===== config.mk =====
export PLATFORM = sky130hd
export DESIGN_NAME = pimt_operand_issuer
export DESIGN_NICKNAME = d
export VERILOG_FILES = /design/src/rtl/pimt_pkg.sv /design/src/rtl/pimt_sync_fifo.sv /design/src/rtl/pimt_operand_issuer.sv
export SDC_FILE = /design/constraint.sdc
export NUM_CORES = 1
export LEC_CHECK = 0
export CAP_MARGIN = 20
export CORE_UTILIZATION = 51
export CTS_CLUSTER_SIZE = 20
export DETAILED_ROUTE_END_ITERATION = 12
export GPL_TIMING_DRIVEN = 0
export PLACE_DENSITY = 0.75
export SYNTH_ARGS = -nofsm -noshare
export SYNTH_HDL_FRONTEND = slang
export SYNTH_SLANG_ARGS = --single-unit

===== constraint.sdc =====
create_clock -name clk -period 14.85 [get_ports clk]
set_input_delay 2.2275 -clock clk [delete_from_list [all_inputs] [get_ports clk]]
set_output_delay 2.2275 -clock clk [all_outputs]
set_load 0.005 [all_outputs]

===== src/rtl/pimt_pkg.sv =====
// Shared types and constants for the pimt_3 operand interface.
package pimt_pkg;

    localparam int FP_W = 64;

    localparam logic [FP_W-1:0] FP_NEG_ONE = 64'hBFF0000000000000;
    localparam logic [FP_W-1:0] FP_ONE     = 64'h3FF0000000000000;
    localparam logic [FP_W-1:0] FP_ZERO    = 64'h0000000000000000;

    typedef struct packed {
        logic [FP_W-1:0] powsub4;
        logic [FP_W-1:0] alpha_i;
    } pa_pair_t;

endpackage


===== src/rtl/pimt_sync_fifo.sv =====
// Synchronous FIFO with registered full/empty/count; head data is read combinationally.
module pimt_sync_fifo #(
    parameter int WIDTH = 64,
    parameter int DEPTH = 4
) (
    input  logic                       clk,
    input  logic                       rst_n,
    input  logic                       push,
    input  logic [WIDTH-1:0]           wdata,
    input  logic                       pop,
    output logic [WIDTH-1:0]           rdata,
    output logic                       full,
    output logic                       empty,
    output logic [$clog2(DEPTH):0]     count
);
    localparam int AW = $clog2(DEPTH);
    localparam int CW = AW + 1;

    logic [WIDTH-1:0] mem_q [DEPTH];
    logic [AW-1:0]    wr_ptr_q, wr_ptr_d;
    logic [AW-1:0]    rd_ptr_q, rd_ptr_d;
    logic [CW-1:0]    count_q, count_d;
    logic             full_q, full_d;
    logic             empty_q, empty_d;
    logic             do_push, do_pop;

    // A push into a full FIFO is accepted only when the same cycle frees a slot.
    always_comb begin
        do_pop   = pop & ~empty_q;
        do_push  = push & (~full_q | do_pop);
        wr_ptr_d = wr_ptr_q + AW'(do_push);
        rd_ptr_d = rd_ptr_q + AW'(do_pop);
        count_d  = count_q + CW'(do_push) - CW'(do_pop);
        full_d   = (count_d == CW'(DEPTH));
        empty_d  = (count_d == '0);
    end

    always_ff @(posedge clk or negedge rst_n) begin
        if (!rst_n) begin
            wr_ptr_q <= '0;
            rd_ptr_q <= '0;
            count_q  <= '0;
            full_q   <= 1'b0;
            empty_q  <= 1'b1;
        end else begin
            // NOTE: sequential state uses non-blocking assignments so every flop samples pre-edge values.
            wr_ptr_q <= wr_ptr_d;
            rd_ptr_q <= rd_ptr_d;
            count_q  <= count_d;
            full_q   <= full_d;
            empty_q  <= empty_d;
        end
    end

    // NOTE: storage is not reset; the pointers and count alone define which entries are valid.
    always_ff @(posedge clk) begin
        if (do_push) begin
            mem_q[wr_ptr_q] <= wdata;
        end
    end

    assign rdata = mem_q[rd_ptr_q];
    assign full  = full_q;
    assign empty = empty_q;
    assign count = count_q;

endmodule


===== src/rtl/pimt_operand_issuer.sv =====
// Transmit side of the pimt_3 operand interface: pairs two operand streams and
// issues matched sets under a credit limit refilled by pimt3_result_vld.
module pimt_operand_issuer
    import pimt_pkg::*;
#(
    parameter int DEPTH        = 4,
    parameter int MAX_INFLIGHT = 8,
    parameter int CNT_W        = 16
) (
    input  logic             clk,
    input  logic             rst_n,
    input  logic             pa_valid,
    output logic             pa_ready,
    input  logic [FP_W-1:0]  pa_powsub4,
    input  logic [FP_W-1:0]  pa_alpha_i,
    input  logic             ph_valid,
    output logic             ph_ready,
    input  logic [FP_W-1:0]  ph_phi_rr,
    output logic [FP_W-1:0]  powsub4,
    output logic             powsub4_vld,
    output logic [FP_W-1:0]  alpha_i,
    output logic [FP_W-1:0]  phi_rr,
    output logic             phi_rr_vld,
    input  logic             pimt3_result_vld,
    output logic [7:0]       inflight,
    output logic [CNT_W-1:0] issued_cnt,
    output logic [CNT_W-1:0] returned_cnt,
    output logic             err_underflow,
    output logic             idle
);
    localparam int         CW       = $clog2(DEPTH) + 1;
    localparam logic [7:0] MAX_INFL = 8'(MAX_INFLIGHT);

    pa_pair_t        pa_wdata, pa_head;
    logic [FP_W-1:0] ph_head;
    logic            pa_full, pa_empty, ph_full, ph_empty;
    logic [CW-1:0]   pa_count, ph_count;
    logic            pa_push, ph_push, fire;

    logic [FP_W-1:0]  powsub4_q, powsub4_d;
    logic [FP_W-1:0]  alpha_i_q, alpha_i_d;
    logic [FP_W-1:0]  phi_rr_q, phi_rr_d;
    logic             vld_q, vld_d;
    logic [7:0]       inflight_q, inflight_d;
    logic [CNT_W-1:0] issued_q, issued_d;
    logic [CNT_W-1:0] returned_q, returned_d;
    logic             err_q, err_d;

    assign pa_wdata = '{powsub4: pa_powsub4, alpha_i: pa_alpha_i};
    assign pa_push  = pa_valid & pa_ready;
    assign ph_push  = ph_valid & ph_ready;

    pimt_sync_fifo #(.WIDTH($bits(pa_pair_t)), .DEPTH(DEPTH)) u_pa_fifo (
        .clk   (clk),
        .rst_n (rst_n),
        .push  (pa_push),
        .wdata (pa_wdata),
        .pop   (fire),
        .rdata (pa_head),
        .full  (pa_full),
        .empty (pa_empty),
        .count (pa_count)
    );

    pimt_sync_fifo #(.WIDTH(FP_W), .DEPTH(DEPTH)) u_ph_fifo (
        .clk   (clk),
        .rst_n (rst_n),
        .push  (ph_push),
        .wdata (ph_phi_rr),
        .pop   (fire),
        .rdata (ph_head),
        .full  (ph_full),
        .empty (ph_empty),
        .count (ph_count)
    );

    // A return in the same cycle frees the credit that this issue consumes.
    always_comb begin
        fire       = ~pa_empty & ~ph_empty & ((inflight_q < MAX_INFL) | pimt3_result_vld);
        inflight_d = inflight_q;
        err_d      = err_q;
        unique case ({fire, pimt3_result_vld})
            2'b10: inflight_d = inflight_q + 8'd1;
            2'b01: begin
                if (inflight_q == '0) err_d = 1'b1;
                else                  inflight_d = inflight_q - 8'd1;
            end
            default: ;
        endcase
        issued_d   = issued_q + CNT_W'(fire);
        returned_d = returned_q + CNT_W'(pimt3_result_vld);
        vld_d      = fire;
        powsub4_d  = fire ? pa_head.powsub4 : powsub4_q;
        alpha_i_d  = fire ? pa_head.alpha_i : alpha_i_q;
        phi_rr_d   = fire ? ph_head         : phi_rr_q;
    end

    always_ff @(posedge clk or negedge rst_n) begin
        if (!rst_n) begin
            powsub4_q  <= FP_ZERO;
            alpha_i_q  <= FP_ZERO;
            phi_rr_q   <= FP_ZERO;
            vld_q      <= 1'b0;
            inflight_q <= '0;
            issued_q   <= '0;
            returned_q <= '0;
            err_q      <= 1'b0;
        end else begin
            powsub4_q  <= powsub4_d;
            alpha_i_q  <= alpha_i_d;
            phi_rr_q   <= phi_rr_d;
            vld_q      <= vld_d;
            inflight_q <= inflight_d;
            issued_q   <= issued_d;
            returned_q <= returned_d;
            err_q      <= err_d;
        end
    end

    // One flop drives both valids so they can never disagree.
    assign powsub4_vld   = vld_q;
    assign phi_rr_vld    = vld_q;
    assign powsub4       = powsub4_q;
    assign alpha_i       = alpha_i_q;
    assign phi_rr        = phi_rr_q;
    assign pa_ready      = ~pa_full;
    assign ph_ready      = ~ph_full;
    assign inflight      = inflight_q;
    assign issued_cnt    = issued_q;
    assign returned_cnt  = returned_q;
    assign err_underflow = err_q;
    assign idle          = (pa_count == '0) & (ph_count == '0) & (inflight_q == '0);

endmodule


---- Yosys cells after proc, flatten, opt, wreduce, memory -nomap -nowiden ----
Memory sizes are Yosys's and may differ from the RTL's. A register that Yosys moved wholly into a read port is not among the register bits.
Cells that the tools add are included.
word-level totals
  word-level logic and storage cells ...... 68
  register bits after elaboration ......... 60
  output and inout bits ................... 238
  input bits .............................. 197
  memories kept ........................... 2
  RAM bits ................................ 768
cells by class
  eq/ne operators ......................... 5
  order comparisons ....................... 1
  multiplexer cells ....................... 6
  $add $sub $neg .......................... 12
  bitwise operators ....................... 17
  reduce and logical (&&, ||, !) cells .... 10
memories
  memory           depth  bits a word  read ports  clocked after memory_dff  write ports  RTL line              text
  u_pa_fifo.mem_q  4      128          1           1                         1            pimt_sync_fifo.sv:19  logic [WIDTH-1:0] mem_q [DEPTH];
  u_ph_fifo.mem_q  4      64           1           1                         1            pimt_sync_fifo.sv:19
operator list
  operator             number
  $add 16x1->16        2
  $pmux 8 s2           1
  $logic_not 3->1      4
  $and 1x1->1          10
  $add 2x1->2          4
  $add 8x1->8 const B  1
  $logic_not 8->1      1
  $lt 8x4->1 const B   1
  $mux 8               1
  $sub 8x1->8 const B  1
  $add 3x1->3          2
  $eq 3x3->1 const B   2
  $sub 3x1->3          2
  $mux 1               4
  $not 1->1            4
  $reduce_and 2->1     2
  $or 1x1->1           3
  $eq 2x1->1 const B   1
  $eq 2x2->1 const B   1
  $logic_not 1->1      2
  $ne 2x2->1 const B   1
  $reduce_bool 2->1    1

---- Logic depth before layout (Yosys ltp) ----
  word-level depth ........................ 9
  depth in mapped cells ................... 11
  depth with buffers taken out ............ 11

---- By module ----
Synthesis repeated with hierarchy kept, for this count alone.
second synthesis, totals
  cell total of the unflattened synthesis .. 1671
  area, all modules ....................... 38708.4 sq um
by module, submodules not included
  module                       sequential area each (sq um)  area each (sq um)  times used  cells each
  pimt_sync_fifo at u_pa_fifo  15601.2                       19004.5            1           702
  pimt_operand_issuer          5855.6                        9963.3             1           602
  pimt_sync_fifo at u_ph_fifo  7913.8                        9740.6             1           367

---- Worst setup path after synthesis ----
No wires, ideal clock.
  kind .................................... in2reg
  from .................................... in pa_valid
  to ...................................... mem u_pa_fifo.mem_q[0][0] (netlist name) (enable)
  setup slack ............................. 2.258 ns
  stages on the path ...................... 2
  data required time ...................... 14.052 ns
  path buffers ............................ 0
  arrival time ............................ 11.794 ns
  setup time .............................. 0.798 ns
  cell sequence ........................... nor2b_1 nor3b_1
on the way
  cells in the longest elaborated chain, start to end .. 4
ends and longest elaborated chain
  item                          RTL line                   text
  start: declaration            pimt_operand_issuer.sv:12  input logic pa_valid,
  $and 1x1->1                   pimt_operand_issuer.sv:50  assign pa_push = pa_valid & pa_ready;
  $and 1x1->1                   pimt_sync_fifo.sv:30       do_push = push & (~full_q | do_pop);
  $mux 1                        pimt_sync_fifo.sv:57       if (do_push) begin
  $mux 1 (implied by the code)  pimt_sync_fifo.sv:58       mem_q[wr_ptr_q] <= wdata;
  end: declaration              pimt_sync_fifo.sv:19
No other way between the ends.

---- Worst setup path in the final report ----
  from .................................... reg inflight_q[3] (netlist: inflight[3])
  to ...................................... out idle
on the way
  cells in the longest elaborated chain, start to end .. 2
ends and longest elaborated chain
  item                      RTL line                    text
  start: declaration        pimt_operand_issuer.sv:44   logic [7:0] inflight_q, inflight_d;
  start signal: assignment  pimt_operand_issuer.sv:113  inflight_q <= inflight_d;
  $logic_not 8->1           pimt_operand_issuer.sv:132  assign idle = (pa_count == '0) & (ph_count == '0) & (inflight_q == '0);
  $and 1x1->1               pimt_operand_issuer.sv:132
  end: declaration          pimt_operand_issuer.sv:29   output logic idle
No other way between the ends.

==> reports/results.ini <==
[run_status]
status=finished, final reports clean

[clock_tree]
cts-resized-gates=0
cts_hold_buf=0
cts_tree=built
cts_max_path_buffers=3
cts.clk_slew.worst_paths_ns=0.07
worstSkewPairLatency_ns=0.66
cts_setup_buffers=0
h-tree-depth=3
numCtsBuffers=104
cts_sinks=1020
root_buffer=clkbuf_16

[routing]
drt_iter0_markers=1205
viasPerCell=5.58
drc=0
ant_nets=0
via_count=18300
firstDrtPassIters=5
wl_per_cell_um=25.0
drt_wl_total_mm=81.7

[synthesis]
synthesis.area_um2=37400
synth_top_area_frac=0.616
avgSynthCellArea_um2=22.7
synth_commonest_cells=768 x edfxtp_1, 250 x dfrtp_1, 193 x mux2_2
seq_area_frac_synth=0.785
yosys_warnings=0
ys_types=36
async_flop_share=0.247
synth_top_cell_by_area=edfxtp_1
synthMostInstantiatedCell=edfxtp_1
syn_nets=1867
synth_edf_count=768
synth_ff_type=edfxtp_1
synth_area_leaders=edfxtp_1 62%, dfrtp_1 17%, mux4_2 12%, mux2_2 5.8%, ha_1 0.60%
synthCells=1649
synth-seq-cells=1020

[finish]
final_nets=2443
ff_latch_area_um2=29400
multi_input_area_um2=7750
n_fill_cell=4637
area_growth_syn_to_layout_pct=26.1
finalNonFillerCells=3271
drive_gt1_frac=0.275

[min_path]
hp-class=reg -> reg
holdPathEnd=err_underflow$_DFFE_PN0P_
hold_path_depth=1
hold_start=err_underflow$_DFFE_PN0P_

[sta]
max_freq_mhz=198
setup_viol=0
rsz0062_at_grt=no
worstMarginPinSlew_ns=0.932
hold_viol_final=0
drv_slew=0
slew_headroom=0.379
period_share=0.341
skew_ns=0.0309
finalWorstSetupSlack_ns=9.79
fin_crit_ns=5.06
fin_setup_tns_ns=0

[place]
place_inst=3069
hpwl_mm=53.0
gp_congestion=0.803
port_buffers=434
place_ws_ns=9.11

[worst_setup_path]
max_stage_delay_ns=0.61
crit_path_end_kind=output port
regToRegSetupSlack_ns=11.31
reg2reg_depth=11
arrival_ns=2.83
cpMaxStageDelayCell=clkdlybuf4s50_1
r2r-start=inflight[3]$_DFFE_PN0P_
worst_setup_path_start_kind=register
path_cells=nor3_1 -> nand2_1 -> or4_4 -> nor4_1 -> clkdlybuf4s50_1
path_class=reg -> out
r2r_end=u_pa_fifo.full$_DFF_PN0_
required_ns=12.62
path_max_fanout=6

[floorplan]
rows=98
core_um2=72100
ios=435
die_w_um=273
dieArea_um2=74500
initial_utilization=0.519
die-height_um=273

[global_route]
grt_max_degree=106
antenna_found_initial=29
overflow=0
grt_pass1_wl_mm=122
grt_usage=0.223
grt_pass1_vias=19600

[power_and_ir_drop]
power_density_nw_per_um2=205
p_leak_nw=16.5
vdd_drop_max_mv=0.141

[flow_run]
maxCapViolations=0

==> worst max-delay path, delay by kind of cell (launching register included) <==
kind | cells | cell delay (ns)
flops | 1 | 0.43
simple gates | 4 | 1.13
buf+inv | 1 | 0.61
==> stage by stage <==
step | cell area (um2) | utilization | power, mW | hold slack, ns
6_report | 47200 | 0.655 | 9.66 | 0.458
5_1_grt | 47200 | 0.655 | 10.1 | 0.471
4_1_cts | 47200 | 0.655 | 9.78 | 0.463
3_5_place_dp | 43600 | 0.605 | 7.09 | 0.450
3_3_place_gp | 43000 | 0.596 | 7.01 | 0.451
2_1_floorplan | 37400 | - | 5.73 | 0.451
==> how the worst max path moves through the flow <==
stage | slack [ns] | from | endpoint
final | 9.79 | inflight[3]$_DFFE_PN0P_ | idle
after global routing | 9.59 | inflight[7]$_DFFE_PN0P_ | idle
after CTS | 9.74 | inflight[7]$_DFFE_PN0P_ | idle
after detailed placement | 9.11 | pimt3_result_vld | u_pa_fifo.full$_DFF_PN0_
after global placement | -6.45 | pa_valid | u_pa_fifo.mem_q[0][19]$_DFFE_PP_
after floorplan | 2.26 | pa_valid | u_pa_fifo.mem_q[0][0]$_DFFE_PP_
==> registers in the layout, summed over array words and instances, names as in the netlist, 3 cells and up <==
name and count:
issued_cnt 16, returned_cnt 16, phi_rr 64, powsub4 64, inflight 8, u_pa_fifo.count 3, u_ph_fifo.mem_q 256, u_pa_fifo.mem_q 512
alpha_i 64, u_ph_fifo.count 3
==> routing by layer <==
| metal | vias up | part of all wire | track usage |
|---|---|---|---|
| met5 | - | 0.0032 | 0 |
| met4 | 40 | 0.021 | 0.0640 |
| met3 | 157 | 0.10 | 0.0823 |
| met2 | 624 | 0.50 | 0.367 |
| met1 | 9603 | 0.37 | 0.276 |
| li1 | 7843 | - | - |
==> report_power, final <==
group | internal, mW | switching (mW) | total, mW
logic | 1.59 | 1.27 | 2.86
registers | 3.84 | 0.294 | 4.14
clock network | 1.59 | 1.07 | 2.66
total | 7.02 | 2.64 | 9.66
==> cells in the final DEF, fill, tap and decap left out, types with 3 or more instances in the layout <==
master           count
nor4_1               3
buf_16               8
fa_1                 3
clkbuf_8            10
nor2b_1              4
nor2_1              16
nand2_1             14
buf_2               41
nand4_1              4
clkdlybuf4s50_1    433
and3_1               5
clkbuf_1            56
ha_1                18
buf_12               7
diode_2              5
bufinv_16           12
mux2_2             193
edfxtp_1           768
buf_8                8
a21oi_1              7
clkinv_2            19
mux4_2             192
xnor2_1             25
o21ai_0              7
inv_1               14
a21o_1               4
clkinv_4             3
clkbuf_16          106
xor2_1              16
buf_6               15
nand3_1             14
clkinv_1             6
dfrtp_1            250
nor3_1               5
==> kinds of logic (layout without fill, tap and decap cells) <==
logic type | Yosys count | after routing | synth area share
AOI/OAI and AO/OA | 23 | 23 | 0.00371
xor gates and xnor gates | 41 | 41 | 0.00959
adders and majority gates | 21 | 21 | 0.00762
buffers and inverters | 79 | 746 | 0.00959
DFF | 1020 | 1020 | 0.785
muxes | 386 | 386 | 0.174
other | 0 | 5 | 0
and+or+nand+nor | 79 | 79 | 0.0110
==> final cells by class <==
class / instances / share of cell area
Antenna cell: 5 / 0.000265
Clock buffer: 150 / 0.0618
Tap cell: 950 / 0.0252
Timing Repair Buffer: 470 / 0.105
Clock inverter: 47 / 0.0135
Multi-Input combinational cell: 550 / 0.164
Buffer: 65 / 0.00649
Inverter: 14 / 0.00111
Sequential cell: 1020 / 0.622
No activity file was read; power rests on OpenSTA's default activity.
